==> config.mk <==
export PLATFORM = sky130hd
export DESIGN_NAME = pipeline_ctrl
export DESIGN_NICKNAME = d
export VERILOG_FILES = /design/src/rtl/pipeline_pkg.sv /design/src/rtl/pipeline_ctrl_hazard_detect.sv /design/src/rtl/pipeline_ctrl.sv
export SDC_FILE = /design/constraint.sdc
export NUM_CORES = 1
export LEC_CHECK = 0
export ABC_AREA = 0
export BUFFER_PORTS_ARGS = -buffer_cell sky130_fd_sc_hd__buf_2
export CORE_UTILIZATION = 30
export DETAILED_ROUTE_END_ITERATION = 12
export SYNTH_ARGS = -nofsm -noshare
export SYNTH_HDL_FRONTEND = slang
export SYNTH_SLANG_ARGS = --single-unit
==> constraint.sdc <==
create_clock -name clock -period 5.6 [get_ports clock]
set_input_delay 0.56 -clock clock [delete_from_list [all_inputs] [get_ports clock]]
set_output_delay 0.56 -clock clock [all_outputs]
set_load 0.05 [all_outputs]
==> src/rtl/pipeline_pkg.sv <==
// Shared definitions for the pipeline stall/flush sequencer: state encodings,
// register constants and the bundle of interstage control outputs.
package pipeline_pkg;

  localparam logic [1:0] ST_RUN      = 2'd0;
  localparam logic [1:0] ST_MEM_WAIT = 2'd1;
  localparam logic [1:0] ST_ERROR    = 2'd2;

  localparam logic [4:0] REG_ZERO = 5'd0;

  // Width of the WB control field carried by the MEM/WB register.
  localparam int WB_W = 2;

  typedef enum logic [1:0] {
    S_RUN      = ST_RUN,
    S_MEM_WAIT = ST_MEM_WAIT,
    S_ERROR    = ST_ERROR
  } state_e;

  typedef struct packed {
    logic pc_en;
    logic ifid_en;
    logic ifid_flush;
    logic idex_en;
    logic idex_flush;
    logic exmem_en;
    logic memwb_en;
    logic memwb_bubble;
  } ctrl_t;

  localparam ctrl_t CTRL_NORMAL   = ctrl_t'(8'b1101_0110);
  localparam ctrl_t CTRL_FREEZE   = ctrl_t'(8'b0000_0011);
  localparam ctrl_t CTRL_BRANCH   = ctrl_t'(8'b1111_1110);
  // Load-use: hold PC and IF/ID, inject a bubble into ID/EX, let older work drain.
  localparam ctrl_t CTRL_LOAD_USE = ctrl_t'(8'b0001_1110);
  localparam ctrl_t CTRL_HALT     = ctrl_t'(8'b0000_0000);

endpackage

==> src/rtl/pipeline_ctrl_hazard_detect.sv <==
// Combinational load-use detector: the load in EX writes a register that the
// instruction in ID reads.
module hazard_detect
  import pipeline_pkg::*;
(
  input  logic [4:0] id_rs,
  input  logic [4:0] id_rt,
  input  logic       ex_memRead,
  input  logic [4:0] ex_rd,
  output logic       load_use
);

  assign load_use = ex_memRead && (ex_rd != REG_ZERO) &&
                    ((ex_rd == id_rs) || (ex_rd == id_rt));

endmodule

==> src/rtl/pipeline_ctrl.sv <==
// Central stall/flush sequencer for the 5-stage pipeline: resolves memory waits,
// taken branches and load-use hazards; tracks stall cycles and memory timeouts.
module pipeline_ctrl
  import pipeline_pkg::*;
#(
  parameter int MEM_TIMEOUT = 15,
  parameter int CNT_W       = 16
) (
  input  logic             clock,
  input  logic             reset,
  input  logic [4:0]       id_rs,
  input  logic [4:0]       id_rt,
  input  logic             ex_memRead,
  input  logic [4:0]       ex_rd,
  input  logic             ex_branchTaken,
  input  logic             mem_req,
  input  logic             mem_ack,
  output logic             pc_en,
  output logic             ifid_en,
  output logic             ifid_flush,
  output logic             idex_en,
  output logic             idex_flush,
  output logic             exmem_en,
  output logic             memwb_en,
  output logic             memwb_bubble,
  output logic             mem_timeout,
  output logic [CNT_W-1:0] stall_count
);

  localparam int TMR_W = $clog2(MEM_TIMEOUT + 1);
  localparam logic [TMR_W-1:0] TMR_LAST = TMR_W'(MEM_TIMEOUT - 1);

  state_e             state_q, state_d;
  logic [TMR_W-1:0]   timer_q, timer_d;
  logic [CNT_W-1:0]   stall_count_q, stall_count_d;
  logic               mem_timeout_q, mem_timeout_d;
  logic               load_use;
  ctrl_t              hazard_ctrl;
  ctrl_t              ctrl;

  hazard_detect u_hazard_detect (
    .id_rs      (id_rs),
    .id_rt      (id_rt),
    .ex_memRead (ex_memRead),
    .ex_rd      (ex_rd),
    .load_use   (load_use)
  );

  // Branch outranks load-use: the dependent ID instruction is flushed anyway.
  always_comb begin
    hazard_ctrl = CTRL_NORMAL;
    if (ex_branchTaken) begin
      hazard_ctrl = CTRL_BRANCH;
    end else if (load_use) begin
      hazard_ctrl = CTRL_LOAD_USE;
    end
  end

  always_comb begin
    state_d       = state_q;
    timer_d       = timer_q;
    mem_timeout_d = mem_timeout_q;
    ctrl          = CTRL_NORMAL;
    case (state_q)
      S_RUN: begin
        if (mem_req && !mem_ack) begin
          ctrl    = CTRL_FREEZE;
          state_d = S_MEM_WAIT;
          timer_d = '0;
        end else begin
          ctrl = hazard_ctrl;
        end
      end
      S_MEM_WAIT: begin
        if (!mem_ack) begin
          ctrl = CTRL_FREEZE;
          if (timer_q == TMR_LAST) begin
            state_d       = S_ERROR;
            mem_timeout_d = 1'b1;
          end else begin
            timer_d = timer_q + TMR_W'(1);
          end
        end else begin
          ctrl    = hazard_ctrl;
          state_d = S_RUN;
        end
      end
      S_ERROR: begin
        ctrl = CTRL_HALT;
      end
      default: begin
        ctrl    = CTRL_HALT;
        state_d = S_RUN;
      end
    endcase
    if (reset) begin
      ctrl = CTRL_HALT;
    end
  end

  always_comb begin
    stall_count_d = stall_count_q;
    if (!ctrl.pc_en && (stall_count_q != {CNT_W{1'b1}})) begin
      stall_count_d = stall_count_q + CNT_W'(1);
    end
  end

  always_ff @(posedge clock or posedge reset) begin
    if (reset) begin
      state_q       <= S_RUN;
      timer_q       <= '0;
      stall_count_q <= '0;
      mem_timeout_q <= 1'b0;
    end else begin
      state_q       <= state_d;
      timer_q       <= timer_d;
      stall_count_q <= stall_count_d;
      mem_timeout_q <= mem_timeout_d;
    end
  end

  assign pc_en        = ctrl.pc_en;
  assign ifid_en      = ctrl.ifid_en;
  assign ifid_flush   = ctrl.ifid_flush;
  assign idex_en      = ctrl.idex_en;
  assign idex_flush   = ctrl.idex_flush;
  assign exmem_en     = ctrl.exmem_en;
  assign memwb_en     = ctrl.memwb_en;
  assign memwb_bubble = ctrl.memwb_bubble;
  assign mem_timeout  = mem_timeout_q;
  assign stall_count  = stall_count_q;

endmodule

==> results of run 1 <==
where the power goes:
group	switching [mW]	leakage (nW)	internal, mW	total, mW
sequential	0.0481	0.304	0.200	0.248
clock	0.0511	0.0228	0.0507	0.102
combinational	0.162	0.455	0.0755	0.237
total	0.261	0.782	0.327	0.587
worst max-delay path by stage:
stage	cells after the start	to
global placement	6	pc_en
detailed placement	6	pc_en
CTS	6	pc_en
global route	6	pc_en
finish	6	pc_en
floorplan	4	pc_en
routing by layer:
| metal | share of wire, % | wire, um | GRT usage (%) | vias up |
|---|---|---|---|---|
| li1 | - | - | - | 540 |
| met1 | 45 | 1180 | 15.7 | 512 |
| met2 | 50 | 1310 | 21.7 | 34 |
| met3 | 4.2 | 112 | 1.67 | 4 |
| met4 | 1.5 | 41 | 5.47 | 0 |
| met5 | 0 | 0 | 0 | - |
logic make-up after synthesis:
kind of cell / synth area share (%)
xor+xnor: 16.8
mux: 0.865
compound gates: 11.5
simple gates: 19.6
buf+inv: 4.04
flops: 44.2
fa+ha+maj: 2.88
synthesized netlist by cell type (2+ instances only):
cell                      number  area share [%]
sky130_fd_sc_hd__xor2_1       11             7.4
sky130_fd_sc_hd__xnor2_1      14             9.4
sky130_fd_sc_hd__nand3_1       8             3.1
sky130_fd_sc_hd__ha_1          3             2.9
sky130_fd_sc_hd__and3_1        3             1.4
sky130_fd_sc_hd__nand4_1       6             2.9
sky130_fd_sc_hd__inv_1         6             1.7
sky130_fd_sc_hd__nand3_2       2             1.5
sky130_fd_sc_hd__a22o_1        4             2.7
sky130_fd_sc_hd__dfrtp_1      23              44
sky130_fd_sc_hd__nor2_1        9             2.6
sky130_fd_sc_hd__buf_4         2             1.2
sky130_fd_sc_hd__nand2_1       8             2.3
sky130_fd_sc_hd__a21oi_1       3             1.2
sky130_fd_sc_hd__nor3_1        4             1.5
sky130_fd_sc_hd__o21ai_0       6             2.3
flip-flops by register name, summed over array words and instances (netlist names):
| name | flops |
|---|---|
| state_q | 2 |
| stall_count | 16 |
| mem_timeout | 1 |
| timer_q | 4 |
final cells by class:
class                      instances  area [um^2]  area share [%]
tap                               50         62.6            3.90
clock buffer                       4         45.0            2.81
timing repair buffer              45          225            14.0
inverter                           6         22.5            1.40
multi-input combinational         95          673            42.0
sequential                        23          576            35.9
==> Flow_metrics.wiki, run 1 <==
{| class="wikitable"
! Metric !! Value
|-
| Clock-pin slew on the worst setup and hold paths || ~0.080 ns
|-
| Kind of cell adding the most delay to the critical path || simple AND/OR/NAND/NOR gates
|-
| Crit. Startpoint || ex_rd[0]
|-
| Via-per-instance ratio || between 4 and 5
|-
| Worst clock skew || between 0.0015 and 0.002 ns
|-
| Number of clock sinks seen by CTS || 23
|-
| Final Critical Period || approximately 2.5 ns
|-
| Layout filler cell count || about 440
|-
| Power, Total || roughly 0.59 mW
|-
| Number of enable-type register cells in the synthesized netlist || 0
|-
| Post-synth cell types || 32
|-
| Root buffer cell || sky130_fd_sc_hd__clkbuf_8
|-
| Chain of cells forming the critical path || buf_2 > or4_1 > o21ai_0 > nor2_1 > a21oi_1 > buf_2
|-
| Hold buffer count at CTS || 0
|-
| Min-Delay Startpoint || mem_timeout
|-
| Run status || finished, final reports clean
|-
| Number of antenna cells inserted || 0
|-
| Mapped Cells || between 100 and 150
|-
| CP arrival || 1.98 ns
|-
| Sum of buffers and inverters on the critical path || 2
|-
| Setup repair after global routing missed its margin || no
|-
| Post_cts resized || 0
|-
| Post-CTS setup-driven buffer insertion count || 0
|-
| Most common cell after layout, fill and taps aside || sky130_fd_sc_hd__buf_2
|-
| Final routed DRC violation total || 0
|-
| Final count of negative-setup-slack endpoints || 0
|-
| Deepest clock path buffer count || 2
|-
| Relative slew slack || a little over two fifths
|-
| Port bufs || 45
|-
| Die ar. || 4600 um^2
|-
| DP Cell Count || 219
|-
| Overall die height || around 68 um
|-
| Cell Pwr Density || between 300 and 400 nW/um^2
|-
| Finished Cell Area || 1600 um^2
|-
| Initial detailed-routing violation count || 9
|-
| Cell with the largest stage delay on the worst path || sky130_fd_sc_hd__or4_1
|-
| Setup TNS || 0 ns
|-
| Share of layout cells above drive strength 1 || around 33%
|-
| Number of antenna violations at the first check in global routing || 0
|-
| Final standard cell count with taps included and fillers excluded || between 200 and 250
|-
| WS Path Type || in2out
|-
| Overall Global Routing Usage || 12.6%
|-
| Netlist area before placement || between 1000 and 1500 um^2
|-
| Drt pass-1 iters || 4
|-
| Total Nets Final || between 150 and 200
|-
| Number of antenna-violating nets in the routed design || 0
|-
| I/O pin count || 46
|-
| Critical Path Source Type || input pin
|-
| Total congestion overflow || 0
|-
| Core area || 4090 um^2
|-
| Floorplan row count || 23
|-
| Initial cell density of the core || a little under a third
|-
| Yosys warning count || 0
|-
| Count of pins over their slew limit || 0
|-
| Final hold violation count || 0
|-
| Min-delay worst type || reg2reg
|-
| Worst Slack Setup Final || ~3.1 ns
|-
| Half-perimeter wire length after detailed placement || 2.06 mm
|-
| Post-placement worst setup slack || between 3 and 4 ns
|-
| Synth Net Count || 152
|-
| First-pass GRT wire length || ~4.3 mm
|-
| Period Utilization, post-route || a little under half
|-
| WL final || 2.65 mm
|-
| Worst hold path stage count || 1
|-
| Fraction of synthesis flops using an asynchronous set or reset pin || 100%
|-
| Routability-driven placement congestion ratio || ~0.74
|-
| Clk Latency, worst-skew pair || between 0.2 and 0.3 ns
|-
| Reg-to-Reg End || stall_count[1]
|-
| #FFs+latches synth || 23
|-
| Routed length per placed instance || around 12 um
|-
| Most used cell along the critical path || sky130_fd_sc_hd__buf_2
|-
| Crit end category || output port
|-
| Leakage power || roughly 0.8 nW
|-
| CTS tree || done
|-
| Number of H-tree levels || 1
|-
| Placed inst area || 1560 um^2
|-
| Via count || around 1100
|-
| Synth Area per Inst || 10.2 um^2
|-
| Highest achievable clock rate || slightly below 400 MHz
|-
| Cts bufs inserted || 3
|-
| Cells on worst reg2reg path || 6
|-
| Area delta synth->final || 23.3%
|-
| Crit-path max cell delay || approximately 0.50 ns
|-
| Final core utilization || 39.3%
|-
| Top library cells by usage in the layout, fill and taps aside || sky130_fd_sc_hd__buf_2, sky130_fd_sc_hd__dfrtp_1, sky130_fd_sc_hd__xnor2_1
|-
| Hold Worst Slack || around 0.47 ns
|-
| RR Startpoint || stall_count[0]
|-
| Part of the Yosys area used for sequential elements || between 40% and 50%
|-
| Largest net degree at the start of global routing || 24
|-
| Die span in x || 67.9 um
|-
| Main flop type after synthesis || sky130_fd_sc_hd__dfrtp_1
|-
| Endpoint required time on the critical path || ~5 ns
|-
| R2r setup slk || 3.25 ns
|-
| Peak supply drop || 0.130 mV
|-
| Maximum net fanout on the critical path || 3
|-
| Number of maximum-capacitance constraint violations || 0
|-
| Transition time of the tightest slew-check pin || 0.859 ns
|-
| Via count of the first global-routing pass || 991
|-
| Terminating pin of the worst hold path || mem_timeout
|}
Power figures use the tool's default switching activity.
==> run 2, diff against run 1 <==
==> constraint.sdc (replaced) <==
create_clock -name clock -period 2.22 [get_ports clock]
set_input_delay 0.222 -clock clock [delete_from_list [all_inputs] [get_ports clock]]
set_output_delay 0.222 -clock clock [all_outputs]
set_load 0.05 [all_outputs]
==> run 2 against run 1 <==
Count of clock-buffer cells in the layout is 1 lower. Cell area is 5.7% higher. Largest cell class unchanged. Clock power grew to 2.6 times the previous value. Routed wire length is 8.0% higher. Register-to-register slack worse by 3.2 ns. Worst hold slack worse by 0.47 ns. Setup slack worse by 3.0 ns. Global-route usage is 2.4 points higher. Non-clock buffer count is 7 higher. Clock skew is 0.0017 ns higher. Power grew to 2.6 times the previous value.
==> Flow_metrics.wiki, run 2 (same netlist as run 1, synthesis figures left out) <==
{| class="wikitable"
! Metric !! Value
|-
| CP arrival || around 2.3 ns
|-
| Leakage power || ~0.82 nW
|-
| Clock-pin slew on the worst setup and hold paths || ~0.080 ns
|-
| Number of maximum-capacitance constraint violations || 0
|-
| Setup repair after global routing missed its margin || no
|-
| Number of antenna violations at the first check in global routing || 0
|-
| Largest net degree at the start of global routing || 24
|-
| Number of H-tree levels || 1
|-
| Final Critical Period || approximately 2.1 ns
|-
| Share of layout cells above drive strength 1 || between 40% and 50%
|-
| Endpoint required time on the critical path || 2.38 ns
|-
| Routed length per placed instance || ~12 um
|-
| Layout filler cell count || ~420
|-
| Routability-driven placement congestion ratio || around 0.8
|-
| Hold Worst Slack || approximately 0.0047 ns
|-
| Period Utilization, post-route || a little over nine tenths
|-
| Area delta synth->final || 30.3%
|-
| Initial detailed-routing violation count || 48
|-
| Half-perimeter wire length after detailed placement || between 2 and 2.5 mm
|-
| Critical Path Source Type || flip-flop
|-
| Cts bufs inserted || 3
|-
| Flip-flop count of the largest register after layout || 16
|-
| Final count of negative-setup-slack endpoints || 0
|-
| WL final || roughly 2.9 mm
|-
| Maximum net fanout on the critical path || 5
|-
| Total Nets Final || about 200
|-
| Setup TNS || 0 ns
|-
| Root buffer cell || sky130_fd_sc_hd__clkbuf_8
|-
| Highest achievable clock rate || 470 MHz
|-
| Via count || about 1100
|-
| Count of pins over their slew limit || 0
|-
| Finished Cell Area || 1700 um^2
|-
| CTS tree || done
|-
| Peak supply drop || a little under 0.9 mV
|-
| Relative slew slack || around 60%
|-
| Deepest clock path buffer count || 2
|-
| Via-per-instance ratio || around 4.7
|-
| Number of clock sinks seen by CTS || 23
|-
| Number of antenna-violating nets in the routed design || 0
|-
| Floorplan row count || 23
|-
| Transition time of the tightest slew-check pin || between 0.5 and 0.6 ns
|-
| First-pass GRT wire length || between 5 and 6 mm
|-
| Total congestion overflow || 0
|-
| Overall die height || approximately 68 um
|-
| Min-delay worst type || in2async
|-
| WS Path Type || reg2reg
|-
| I/O pin count || 46
|-
| Clk Latency, worst-skew pair || 0.27 ns
|-
| Die span in x || approximately 68 um
|-
| Hold buffer count at CTS || 0
|-
| Most common cell after layout, fill and taps aside || sky130_fd_sc_hd__buf_2
|-
| Core area || between 4000 and 5000 um^2
|-
| Initial cell density of the core || between 30% and 40%
|-
| Worst clock skew || ~0.0032 ns
|-
| Number of antenna cells inserted || 0
|-
| Placed inst area || between 1500 and 2000 um^2
|-
| Final routed DRC violation total || 0
|-
| Cell Pwr Density || between 900 and 1000 nW/um^2
|-
| Run status || finished, final reports clean
|-
| Via count of the first global-routing pass || between 1000 and 1500
|-
| Die ar. || 4600 um^2
|-
| Final hold violation count || 0
|-
| Crit end category || flip-flop
|-
| Drt pass-1 iters || 4
|-
| Top library cells by usage in the layout, fill and taps aside || sky130_fd_sc_hd__buf_2, sky130_fd_sc_hd__dfrtp_1, sky130_fd_sc_hd__xnor2_1
|-
| Post_cts resized || 0
|-
| Port bufs || 45
|-
| Overall Global Routing Usage || ~15%
|}
==> run 2: routing by layer <==
| metal | wire length [um] | global-route usage, % |
|---|---|---|
| met3 | 125 | 3.50 |
| met1 | 1390 | 20.1 |
| met4 | 36 | 4.69 |
| met5 | 0 | 0 |
| met2 | 1310 | 23.8 |
==> run 2: report_power, final <==
group | switching (mW) | internal, mW | total [mW]
logic | 0.429 | 0.221 | 0.650
clock network | 0.137 | 0.126 | 0.263
registers | 0.122 | 0.509 | 0.631
==> run 2: repair_timing <==
action	4_1_cts	5_1_grt
endpoints found under the setup margin	0	7
hold endpoints to repair	0	0
setup buffers	0	2
==> run 2: final cells by class <==
cell class / count / area (um^2) / area share (%)
sequential: 23 / 582 / 34.3
clock inverter: 1 / 5.00 / 0.295
multi-input combinational: 95 / 692 / 40.8
inverter: 6 / 22.5 / 1.33
timing repair buffer: 52 / 290 / 17.1
tap: 50 / 62.6 / 3.69
clock buffer: 3 / 41.3 / 2.44
==> run 2: final timing paths <==
check                                    start  cells after the start  slack (ns)             end
min in group clock                     mem_ack                      3        0.34      timer_q[3]
worst max register to register  stall_count[0]                      7        0.09  stall_count[1]
worst min-delay path                     reset                      3       0.005      timer_q[3]
worst max-delay path            stall_count[0]                      7        0.09  stall_count[1]
worst min register to register     mem_timeout                      1        0.47     mem_timeout
max in group asynchronous                reset                      3        1.97  stall_count[0]
==> run 2: worst max-delay path, cell delays in order, from the launching register on <==
cell and delay (ns):
sky130_fd_sc_hd__dfrtp_2 0.45, sky130_fd_sc_hd__ha_4 0.17, sky130_fd_sc_hd__and4_4 0.20, sky130_fd_sc_hd__nor2b_4 0.14
sky130_fd_sc_hd__a311o_2 0.38, sky130_fd_sc_hd__o21ai_4 0.19, sky130_fd_sc_hd__buf_4 0.16, sky130_fd_sc_hd__mux2_2 0.32
==> run 2: stage by stage <==
| stage | cells | util (%) | setup slack, ns | power, mW |
|---|---|---|---|---|
| after CTS | 228 | 41.1 | 0.0684 | 1.56 |
| final | 230 | 41.5 | 0.0935 | 1.54 |
| after floorplan | 128 | - | 0.0213 | 1.11 |
| after detailed placement | 224 | 40.0 | 0.0831 | 1.29 |
| after global routing | 230 | 41.5 | 0.0313 | 1.66 |
| after global placement | 224 | 40.0 | 0.113 | 1.28 |
==> run 3, diff against run 2 <==
--- a/config.mk
+++ b/config.mk
@@ -7,8 +7,9 @@
 export LEC_CHECK = 0
 export ABC_AREA = 0
 export BUFFER_PORTS_ARGS = -buffer_cell sky130_fd_sc_hd__buf_2
-export CORE_UTILIZATION = 30
+export CORE_UTILIZATION = 44
 export DETAILED_ROUTE_END_ITERATION = 12
+export PLACE_DENSITY = 0.78
 export SYNTH_ARGS = -nofsm -noshare
 export SYNTH_HDL_FRONTEND = slang
 export SYNTH_SLANG_ARGS = --single-unit
==> run 3 against run 2 <==
Critical path depth unchanged. Power decreased by 5.6%. Routed wire length decreased by 0.94%. Worst hold slack improved by 0.089 ns. Die area decreased by 31%. Register-to-register slack improved by 0.03 ns. Via count increased by 5.5%. Sequential power increased by 1%. First-iteration DRC count decreased by 23%. Clock skew increased by 0.0025 ns. Sequential cell count unchanged. Critical path type unchanged. Largest power group is now sequential cells.
==> Flow_metrics.wiki, run 3 (same netlist as run 1, synthesis figures left out) <==
{| class="wikitable"
! Metric !! Value
|-
| Routed length per placed instance || between 10 and 15 um
|-
| Root buffer cell || sky130_fd_sc_hd__clkbuf_4
|-
| Setup TNS || 0 ns
|-
| Die span in x || 56.4 um
|-
| CTS tree || done
|-
| Final hold violation count || 0
|-
| Number of antenna-violating nets in the routed design || 0
|-
| Final core utilization || between 50 and 60%
|-
| Peak supply drop || roughly 1.1 mV
|-
| Critical Path Source Type || flip-flop
|-
| Via count of the first global-routing pass || about 1100
|-
| Deepest clock path buffer count || 2
|-
| Initial detailed-routing violation count || 37
|-
| First-pass GRT wire length || around 4.9 mm
|-
| Maximum net fanout on the critical path || 13
|-
| Clk Latency, worst-skew pair || 0.31 ns
|-
| Post_cts resized || 0
|-
| Flip-flop count of the largest register after layout || 16
|-
| Final standard cell count with taps included and fillers excluded || between 200 and 250
|-
| Total Nets Final || around 200
|-
| Leakage power || ~0.8 nW
|-
| Number of antenna cells inserted || 0
|-
| Highest achievable clock rate || roughly 480 MHz
|-
| Cts bufs inserted || 3
|-
| Min-delay worst type || in2async
|-
| Most common cell after layout, fill and taps aside || sky130_fd_sc_hd__buf_2
|-
| Total congestion overflow || 0
|-
| Largest net degree at the start of global routing || 24
|-
| Floorplan row count || 19
|-
| Worst clock skew || approximately 0.0057 ns
|-
| Die ar. || 3180 um^2
|-
| Number of clock sinks seen by CTS || 23
|-
| Via count || around 1100
|-
| Top library cells by usage in the layout, fill and taps aside || sky130_fd_sc_hd__buf_2, sky130_fd_sc_hd__dfrtp_1, sky130_fd_sc_hd__xnor2_1
|-
| Number of antenna violations at the first check in global routing || 0
|-
| Share of layout cells above drive strength 1 || 39.3%
|-
| WL final || between 2 and 3 mm
|-
| Overall Global Routing Usage || 19.9%
|-
| Drt pass-1 iters || 4
|-
| Area delta synth->final || 25.8%
|-
| Final Critical Period || between 2 and 2.5 ns
|-
| Transition time of the tightest slew-check pin || ~0.85 ns
|-
| Initial cell density of the core || 46.8%
|-
| Final routed DRC violation total || 0
|-
| Count of pins over their slew limit || 0
|-
| Endpoint required time on the critical path || ~2.4 ns
|-
| Number of maximum-capacitance constraint violations || 0
|-
| Overall die height || 56.4 um
|-
| Half-perimeter wire length after detailed placement || between 2 and 2.5 mm
|-
| WS Path Type || reg2reg
|-
| Setup repair after global routing missed its margin || no
|-
| Via-per-instance ratio || between 5 and 6
|-
| Relative slew slack || between 40% and 50%
|-
| Clock-pin slew on the worst setup and hold paths || between 0.1 and 0.15 ns
|-
| Routability-driven placement congestion ratio || 0.839
|-
| Number of H-tree levels || 1
|-
| CP arrival || about 2.3 ns
|-
| DP Cell Count || around 200
|-
| Port bufs || 45
|-
| Core area || 2780 um^2
|-
| Cell Pwr Density || around 890 nW/um^2
|-
| Crit end category || flip-flop
|-
| Period Utilization, post-route || 94.4%
|-
| I/O pin count || 46
|-
| Final count of negative-setup-slack endpoints || 0
|-
| Run status || finished, final reports clean
|}
==> run 3: cell count changes in the layout (fill, tap and decap cells not counted) <==
cell / delta
sky130_fd_sc_hd__buf_4: -2
sky130_fd_sc_hd__clkbuf_1: +1
sky130_fd_sc_hd__clkbuf_4: +3
sky130_fd_sc_hd__clkbuf_8: -3
sky130_fd_sc_hd__clkinv_2: -1
==> run 3: power breakdown <==
part           leakage (nW)  switching, mW  internal (mW)  total [mW]
clock                0.0150          0.123         0.0702       0.194
combinational         0.485          0.418          0.207       0.625
sequential            0.297          0.130          0.509       0.639
total                 0.797          0.671          0.786        1.46
==> run 3: timing repair <==
| item | CTS | global route |
|---|---|---|
| setup buffers | 0 | 1 |
| endpoints found under the setup margin | 0 | 5 |
| hold buffers | 0 | 0 |
==> run 3: per-layer routing <==
layer  part of all wire (%)  routed length [um]  up-vias  global-route usage, %
li1                       -                   -      549                      -
met1                     41                1160      557                   21.5
met2                     55                1550       25                   37.6
met3                    3.7                 104        4                   5.53
met4                   0.67                  19        0                   5.23
met5                      0                   0        -                      0
==> run 3: per-stage QoR <==
step	power (mW)	worst slack (ns)	hold slack, ns	instance area (um^2)
after global routing	1.54	0.0653	0.158	1640
after global placement	1.25	0.0920	0.444	1590
final	1.46	0.125	0.0935	1640
after floorplan	1.11	0.0213	0.224	1330
after detailed placement	1.27	0.0192	0.447	1590
after CTS	1.47	0.00428	0.126	1620
==> run 3: layout make-up <==
type                            count  area [um^2]
Clock buffer                        4         26.3
Sequential cell                    23          582
Tap cell                           31         38.8
Multi-Input combinational cell     95          692
Timing Repair Buffer               50          275
Inverter                            6         22.5
Fill cell                         253         1140
==> run 3: worst max-delay path, stage by stage, from the launching register on <==
cell,delay (ns)
sky130_fd_sc_hd__dfrtp_2,0.47
sky130_fd_sc_hd__ha_4,0.18
sky130_fd_sc_hd__and4_4,0.20
sky130_fd_sc_hd__nor2b_4,0.13
sky130_fd_sc_hd__a311o_2,0.38
sky130_fd_sc_hd__o21ai_4,0.17
sky130_fd_sc_hd__buf_12,0.15
sky130_fd_sc_hd__mux2_2,0.32
==> run 3: worst paths after layout <==
kind | startpoint | to | slack, ns | cells after the start
worst max-delay path | stall_count[0] | stall_count[1] | 0.13 | 7
worst min-delay path | reset | state_q[1] | 0.09 | 2
worst max register to register | stall_count[0] | stall_count[1] | 0.13 | 7
worst min register to register | mem_timeout | mem_timeout | 0.48 | 1
max in group asynchronous | reset | stall_count[1] | 1.55 | 2
min in group clock | mem_ack | timer_q[3] | 0.27 | 3
